**src/rtl/imem_loader.sv**
```systemverilog
// Instruction memory loader: clears the memory, then writes switch words committed by
// key strobes to consecutive addresses while holding the processor in reset.
module imem_loader #(
  parameter int unsigned DEPTH  = 128,
  parameter int unsigned ADDR_W = 7,
  parameter int unsigned DATA_W = 16
) (
  input  logic              Clk,
  input  logic              Reset,
  input  logic              LoadEn,
  input  logic              Strobe,
  input  logic [DATA_W-1:0] DataIn,
  input  logic              Finish,
  output logic              MemWr,
  output logic [ADDR_W-1:0] MemWrAddr,
  output logic [DATA_W-1:0] MemWrData,
  output logic              ProcHold,
  output logic              Busy,
  output logic              Done,
  output logic              Full,
  output logic [ADDR_W:0]   WordCount,
  output logic [DATA_W-1:0] Checksum
);

  typedef enum logic [2:0] {StIdle, StClear, StLoad, StWrite, StDone} state_e;

  state_e              state_q, state_d;
  logic                load_en_q;
  logic [ADDR_W-1:0]   clr_q, clr_d;
  logic                fin_q, fin_d;
  logic                full_q, full_d;
  logic [ADDR_W:0]     cnt_q, cnt_d;
  logic [DATA_W-1:0]   sum_q, sum_d;
  logic                wr_q, wr_d;
  logic [ADDR_W-1:0]   addr_q, addr_d;
  // Doubles as the captured word: it holds the strobed data through the WRITE cycle.
  logic [DATA_W-1:0]   data_q, data_d;

  // Next-state logic; write-port registers are computed from the next state so they
  // line up with the state they belong to.
  always_comb begin
    state_d = state_q;
    clr_d   = clr_q;
    fin_d   = fin_q;
    full_d  = full_q;
    cnt_d   = cnt_q;
    sum_d   = sum_q;
    wr_d    = 1'b0;
    addr_d  = addr_q;
    data_d  = data_q;
    unique case (state_q)
      StIdle: begin
        if (LoadEn && !load_en_q) begin
          state_d = StClear;
          clr_d   = '0;
          cnt_d   = '0;
          sum_d   = '0;
          full_d  = 1'b0;
          fin_d   = 1'b0;
          wr_d    = 1'b1;
          addr_d  = '0;
          data_d  = '0;
        end
      end
      StClear: begin
        if (clr_q == ADDR_W'(DEPTH - 1)) begin
          state_d = StLoad;
        end else begin
          clr_d  = clr_q + ADDR_W'(1);
          wr_d   = 1'b1;
          addr_d = clr_q + ADDR_W'(1);
        end
      end
      StLoad: begin
        if (Strobe) begin
          state_d = StWrite;
          fin_d   = Finish;
          wr_d    = 1'b1;
          addr_d  = cnt_q[ADDR_W-1:0];
          data_d  = DataIn;
        end else if (Finish) begin
          state_d = StDone;
        end
      end
      StWrite: begin
        cnt_d = cnt_q + (ADDR_W + 1)'(1);
        sum_d = sum_q + data_q;
        if (cnt_d == (ADDR_W + 1)'(DEPTH)) begin
          full_d  = 1'b1;
          state_d = StDone;
        end else if (fin_q) begin
          state_d = StDone;
        end else begin
          state_d = StLoad;
        end
      end
      StDone: begin
        if (!LoadEn) state_d = StIdle;
      end
      default: state_d = StIdle;
    endcase
  end

  // State, counters and registered write port; reset aborts any write at once.
  always_ff @(posedge Clk or posedge Reset) begin
    if (Reset) begin
      state_q   <= StIdle;
      load_en_q <= 1'b0;
      clr_q     <= '0;
      fin_q     <= 1'b0;
      full_q    <= 1'b0;
      cnt_q     <= '0;
      sum_q     <= '0;
      wr_q      <= 1'b0;
      addr_q    <= '0;
      data_q    <= '0;
    end else begin
      state_q   <= state_d;
      load_en_q <= LoadEn;
      clr_q     <= clr_d;
      fin_q     <= fin_d;
      full_q    <= full_d;
      cnt_q     <= cnt_d;
      sum_q     <= sum_d;
      wr_q      <= wr_d;
      addr_q    <= addr_d;
      data_q    <= data_d;
    end
  end

  // Status outputs decoded straight from the state register.
  always_comb begin
    Busy      = (state_q == StClear) || (state_q == StLoad) || (state_q == StWrite);
    ProcHold  = Busy;
    Done      = (state_q == StDone);
    Full      = full_q;
    WordCount = cnt_q;
    Checksum  = sum_q;
    MemWr     = wr_q;
    MemWrAddr = addr_q;
    MemWrData = data_q;
  end

endmodule
```
**config.mk**
```make
export PLATFORM = sky130hd
export DESIGN_NAME = imem_loader
export DESIGN_NICKNAME = d
export VERILOG_FILES = /design/src/rtl/imem_loader.sv
export SDC_FILE = /design/constraint.sdc
export NUM_CORES = 1
export LEC_CHECK = 0
export CAP_MARGIN = 20
export CORE_ASPECT_RATIO = 1.1
export CORE_MARGIN = 2
export CORE_UTILIZATION = 49
export DETAILED_ROUTE_END_ITERATION = 8
export GPL_TIMING_DRIVEN = 0
export PLACE_DENSITY_LB_ADDON = 0.15
export SKIP_CTS_REPAIR_TIMING = 1
export SLEW_MARGIN = 25
export SYNTH_ARGS = -nofsm -noshare
export SYNTH_HDL_FRONTEND = slang
export SYNTH_SLANG_ARGS = --single-unit
export TNS_END_PERCENT = 50
```
**constraint.sdc**
```tcl
create_clock -name Clk -period 3.41 [get_ports Clk]
set_clock_uncertainty 0.1 [all_clocks]
set_input_delay 0.8525 -clock Clk [delete_from_list [all_inputs] [get_ports Clk]]
set_output_delay 0.8525 -clock Clk [all_outputs]
set_load 0.02 [all_outputs]
```
After elaboration in Yosys (flattened, before gate mapping):

Index checks and enable logic that the tools add are counted.
Widths: inputs -> output; s select.

* add/sub/neg operators: 3
* $mul: 0
* divide/modulo/power cells: 0
* magnitude comparators: 0
* eq/ne operators: 13
* shift-type cells: 0
* multiplexer cells: 28
* bitwise gates (word level): 0
* reduce and logical (&&, ||, !) cells: 15

Operator list (count)
* $pmux 16 s2: 2
* $mux 16: 2
* $mux 3: 7
* $mux 7: 3
* $pmux 7 s3: 1
* $add 16x16->16: 1
* $pmux 8 s2: 1
* $pmux 3 s5: 1
* $pmux 7 s2: 1
* $ne 2x2->1 const B: 6
* $reduce_and 3->1: 3
* $add 8x1->8 const B: 1
* $eq 8x8->1 const B: 1
* $mux 8: 1
* $reduce_and 4->1: 2
* $add 7x1->7 const B: 1
* $eq 7x7->1 const B: 1
* $eq 3x2->1 const B: 2
* $mux 1: 6
* $reduce_bool 2->1: 3
* $pmux 1 s2: 2
* $eq 3x1->1 const B: 1
* $eq 3x3->1 const B: 1
* $logic_not 3->1: 1
* other kinds (7): 8

* flip-flop bits (word level): 61
* bits in latches: 0
* memory bits (writable): 0
* bits in read-only memories: 0
* bits of input ports: 21
* output and inout port bits: 52
* word-level logic and storage cells: 69
* memories: 0

Depth between registers and ports, before layout:

* depth after elaboration: 4
* depth in mapped cells: 8
* depth with buffers taken out: 8

Worst setup path before layout:

OpenSTA, ideal clock, no wires.

* kind: reg2reg
* start: register data_q[0] (netlist: MemWrData[0])
* end: register sum_q[12] (netlist: Checksum[12])
* arrival: 2.148 ns
* data required time: 3.188 ns
* slack: 1.040 ns
* stages on the path, launching flop included: 9
* path buffers: 0
* period minus slack after synthesis: 2.370 ns
* cells stage by stage: dfrtp_1 -> ha_1 -> fa_1 -> a21oi_1 -> o21ai_1 -> a2111oi_2 -> o21ai_1 -> mux2i_1 -> nand2_1

* word-level cells in the longest chain between the ends: 2

Ends and longest elaborated chain
* start, declared: RTL line 37 `logic [DATA_W-1:0] data_q, data_d;`
* start signal, assigned: RTL line 127 `data_q <= data_d;`
* $add 16x16->16: RTL line 87 `sum_d = sum_q + data_q;`
* $pmux 16 s2: RTL line 51 `unique case (state_q)`
* end signal, assigned: RTL line 124 `sum_q <= sum_d;`
* end, declared: RTL line 33 `logic [DATA_W-1:0] sum_q, sum_d;`

No other way between the ends.
A chain may end at the register's enable or synchronous reset.

Worst setup path in the final report:

* start: input LoadEn
* end: register cnt_q[6] (netlist: WordCount[6])

* word-level cells in the longest chain between the ends: 3

Ends and longest elaborated chain
* start, declared: RTL line 10 `input logic LoadEn,`
* $logic_and 1x1->1: RTL line 53 `if (LoadEn && !load_en_q) begin`
* $ne 2x2->1 (no source line)
* $reduce_and 2->1 (no source line)
* end signal, assigned: RTL line 123 `cnt_q <= cnt_d;`
* end, declared: RTL line 32 `logic [ADDR_W:0] cnt_q, cnt_d;`

No other way between the ends.

==> impl_metrics.yaml <==
global_route:
  grt_antenna_before_repair: 0
  grt_usage: 0.244
  grt_first_pass_wirelength_um: 14900
  grt_max_degree: 55
  overflow: 0
  grt_pass1_vias: 3173
worst_setup_path:
  end_kind: "flip-flop"
  criticalPathCategory: "primary input to flip-flop"
  path_cells: "clkdlybuf4s50_1 > nand2b_1 > nor4_1 > nor2_1 > clkbuf_1 > o21ai_1 > o41ai_1"
  critical_path_buf_inv_count: 2
  cp.required_ns: 3.52
  crit_fanout: 10
  crit_slowest_cell: "nor4_1"
  cpPeakStageDelay_ns: 0.56
  start_kind: "primary input"
  crit_family: "simple AND/OR/NAND/NOR gates"
  crit_arrival_ns: 2.94
placed_design:
  gp_congestion: 0.896
  hpwl_um: 6420
  place_area_um2: 4290
  io_buffer_count: 72
routing:
  drt_wl_total_um: 8780
  firstDrtPassIters: 4
  ant_nets: 0
  first_iter_violations: 121
  drc_errors: 0
  vias_per_cell: 5.51
  vias: 3103
  routedWlPerCell_um: 15.6
floorplanning:
  coreArea_um2: 6890
  ios: 73
  die_w_um: 83.8
  start_util: 0.499
  die_y_um: 91.8
  die_area_um2: 7700
  rows: 32
timing:
  finalSetupViolations: 0
  relSlewSlack: 0.509
  max_clock_freq_mhz: 354
  finalHoldViolations: 0
  slew_viol_final: 0
  worst_slew_pin_slew_ns: 0.733
  finalCritPeriodShare: 0.829
  whs_ns: 0.395
  min_period_ns: 2.83
  rsz0062_at_grt: "no"
final_layout:
  stdcell_area_um2: 4490
  area_delta_synth_final_pct: 30.8
  drive_above_1_share: 0.0753
  final_nets: 512
  antenna_cells: 0
pwr:
  switchingPower_mw: 1.56
  p_leak_nw: 1.94
  p_clk_frac: 0.181
  power_frac_seq: 0.317
  irDropWorstVdd_uv: 468
  switching_share: 0.427
  combPwrFrac: 0.502
  p_per_area_nw_per_um2: 814
  total_power_mw: 3.66
  internal_power_mw: 2.09
yosys:
  syn_inst: 389
  synth_ff_type: "dfrtp_1"
  synth_cell_types: 56
  synth_area_per_cell_um2: 8.83
  synth_seq_area_share: 0.444
  netlist_area_um2: 3440
  syn_nets: 428
  synth_edf_count: 0
  synthArstFlopShare: 1.00
  yosys_warnings: 0
  synth-seq-cells: 61
clocking:
  worstSkewPairLatency_ns: 0.34
  clockRootBuffer: "clkbuf_8"
  clock_path_buffers: 2
  path_clk_slew_ns: 0.07
  cts_tree: "done"
  cts_buffers: 9
  htree_levels: 3
  numClockSinks: 61
job:
  maxCapViolations: 0
hold_path:
  hp-class: "flip-flop to flip-flop"
outcome:
  status: "completed"
==> tightest hold or removal path: stages (launching register included) <==
cell and delay, ns:
dfrtp_1 0.34, nand2_1 0.05, o21ai_1 0.07
==> cell usage after synthesis (2+ instances only) <==
master,count,area (µm²)
o22ai_1,6,37.5
xor2_1,5,43.8
mux2i_1,3,30.0
buf_4,2,15.0
clkbuf_1,10,37.5
inv_2,2,7.51
a31oi_1,2,12.5
o2111ai_1,2,17.5
ha_1,17,213
o21bai_1,3,22.5
a211oi_1,2,15.0
nand2_1,79,297
nor3_1,8,40.0
o31ai_1,3,22.5
a22oi_1,3,22.5
nor3b_1,4,30.0
nand2b_1,3,18.8
inv_1,10,37.5
nand3_1,8,40.0
o21ai_0,34,170
a221o_1,2,20.0
dfrtp_1,61,1530
nor2_1,26,97.6
o21a_1,3,22.5
and3_1,4,25.0
and2_1,4,25.0
a21o_1,6,45.0
xnor2_1,11,96.3
o21ai_1,15,75.1
or2_1,3,18.8
mux2_4,2,30.0
a21oi_1,18,90.1
buf_2,4,20.0
buf_1,2,7.51
==> per-stage QoR <==
| step | TNS, ns | instances | util | setup WS, ns |
|---|---|---|---|---|
| 6_report | 0 | 563 | 0.652 | 0.582 |
| 4_1_cts | 0 | 563 | 0.652 | 0.566 |
| 2_1_floorplan | 0 | 389 | - | 0.944 |
| 5_1_grt | 0 | 563 | 0.652 | 0.374 |
| 3_3_place_gp | -10.0 | 546 | 0.619 | -0.167 |
| 3_5_place_dp | 0 | 547 | 0.623 | 0.179 |
==> area by class of cell <==
class	count	area, µm²
Inverter	12	47.5
Sequential cell	61	1530
Buffer	19	91.3
Multi-Input combinational cell	297	1770
Clock inverter	6	62.6
Clock buffer	10	138
Fill cell	587	2390
Tap cell	85	106
Timing Repair Buffer	73	748
==> flip-flops by register name (all words and copies together), names as in the netlist <==
signal,flops
clr_q,7
MemWrAddr,7
load_en_q,1
state_q,3
fin_q,1
Checksum,16
WordCount,8
MemWrData,16
MemWr,1
Full,1
==> per-layer routing <==
metal | global-route usage | up-vias | routed length [µm]
met2 | 0.423 | 70 | 4430
met1 | 0.296 | 1483 | 3790
met5 | 0 | - | 0
li1 | - | 1539 | -
met3 | 0.0540 | 11 | 392
met4 | 0.0941 | 0 | 173
==> power by group through the flow <==
stage          Combinational, mW  Sequential, mW  Clock, mW
2_1_floorplan              0.932            1.35          0
3_3_place_gp                1.79            1.16          0
3_5_place_dp                1.84            1.17          0
4_1_cts                     1.85            1.16      0.674
5_1_grt                     2.01            1.20      0.706
6_report                    1.83            1.16      0.662
==> cells in the final DEF, fill, tap and decap left out, types with 10 or more instances in the layout <==
cell	Yosys	layout
o21ai_0	34	34
nor2_1	26	26
nand2_1	79	79
clkbuf_8	0	10
dfrtp_1	61	61
ha_1	17	17
clkbuf_1	10	10
xnor2_1	11	11
clkdlybuf4s50_1	0	72
o21ai_1	15	15
a21oi_1	18	18
==> final timing paths <==
kind	slack, ns	cells past startpoint	from	endpoint
setup / recovery	0.58	7	LoadEn	WordCount[6]
hold / removal	0.40	2	MemWrAddr[2]	MemWrAddr[2]
setup reg to reg	0.85	8	MemWrData[0]	Checksum[12]
hold reg to reg	0.40	2	MemWrAddr[2]	MemWrAddr[2]
max in group asynchronous	2.09	3	Reset	clr_q[5]
min in group asynchronous	0.65	2	Reset	MemWr
==> cell families after synthesis <==
kind of cell | share of synthesized area
compound gates | 0.198
xor+xnor | 0.0408
fa+ha+maj | 0.0677
buf+inv | 0.0397
flops | 0.444
mux | 0.0175
simple gates | 0.192
(Power assumes the default switching activity.)
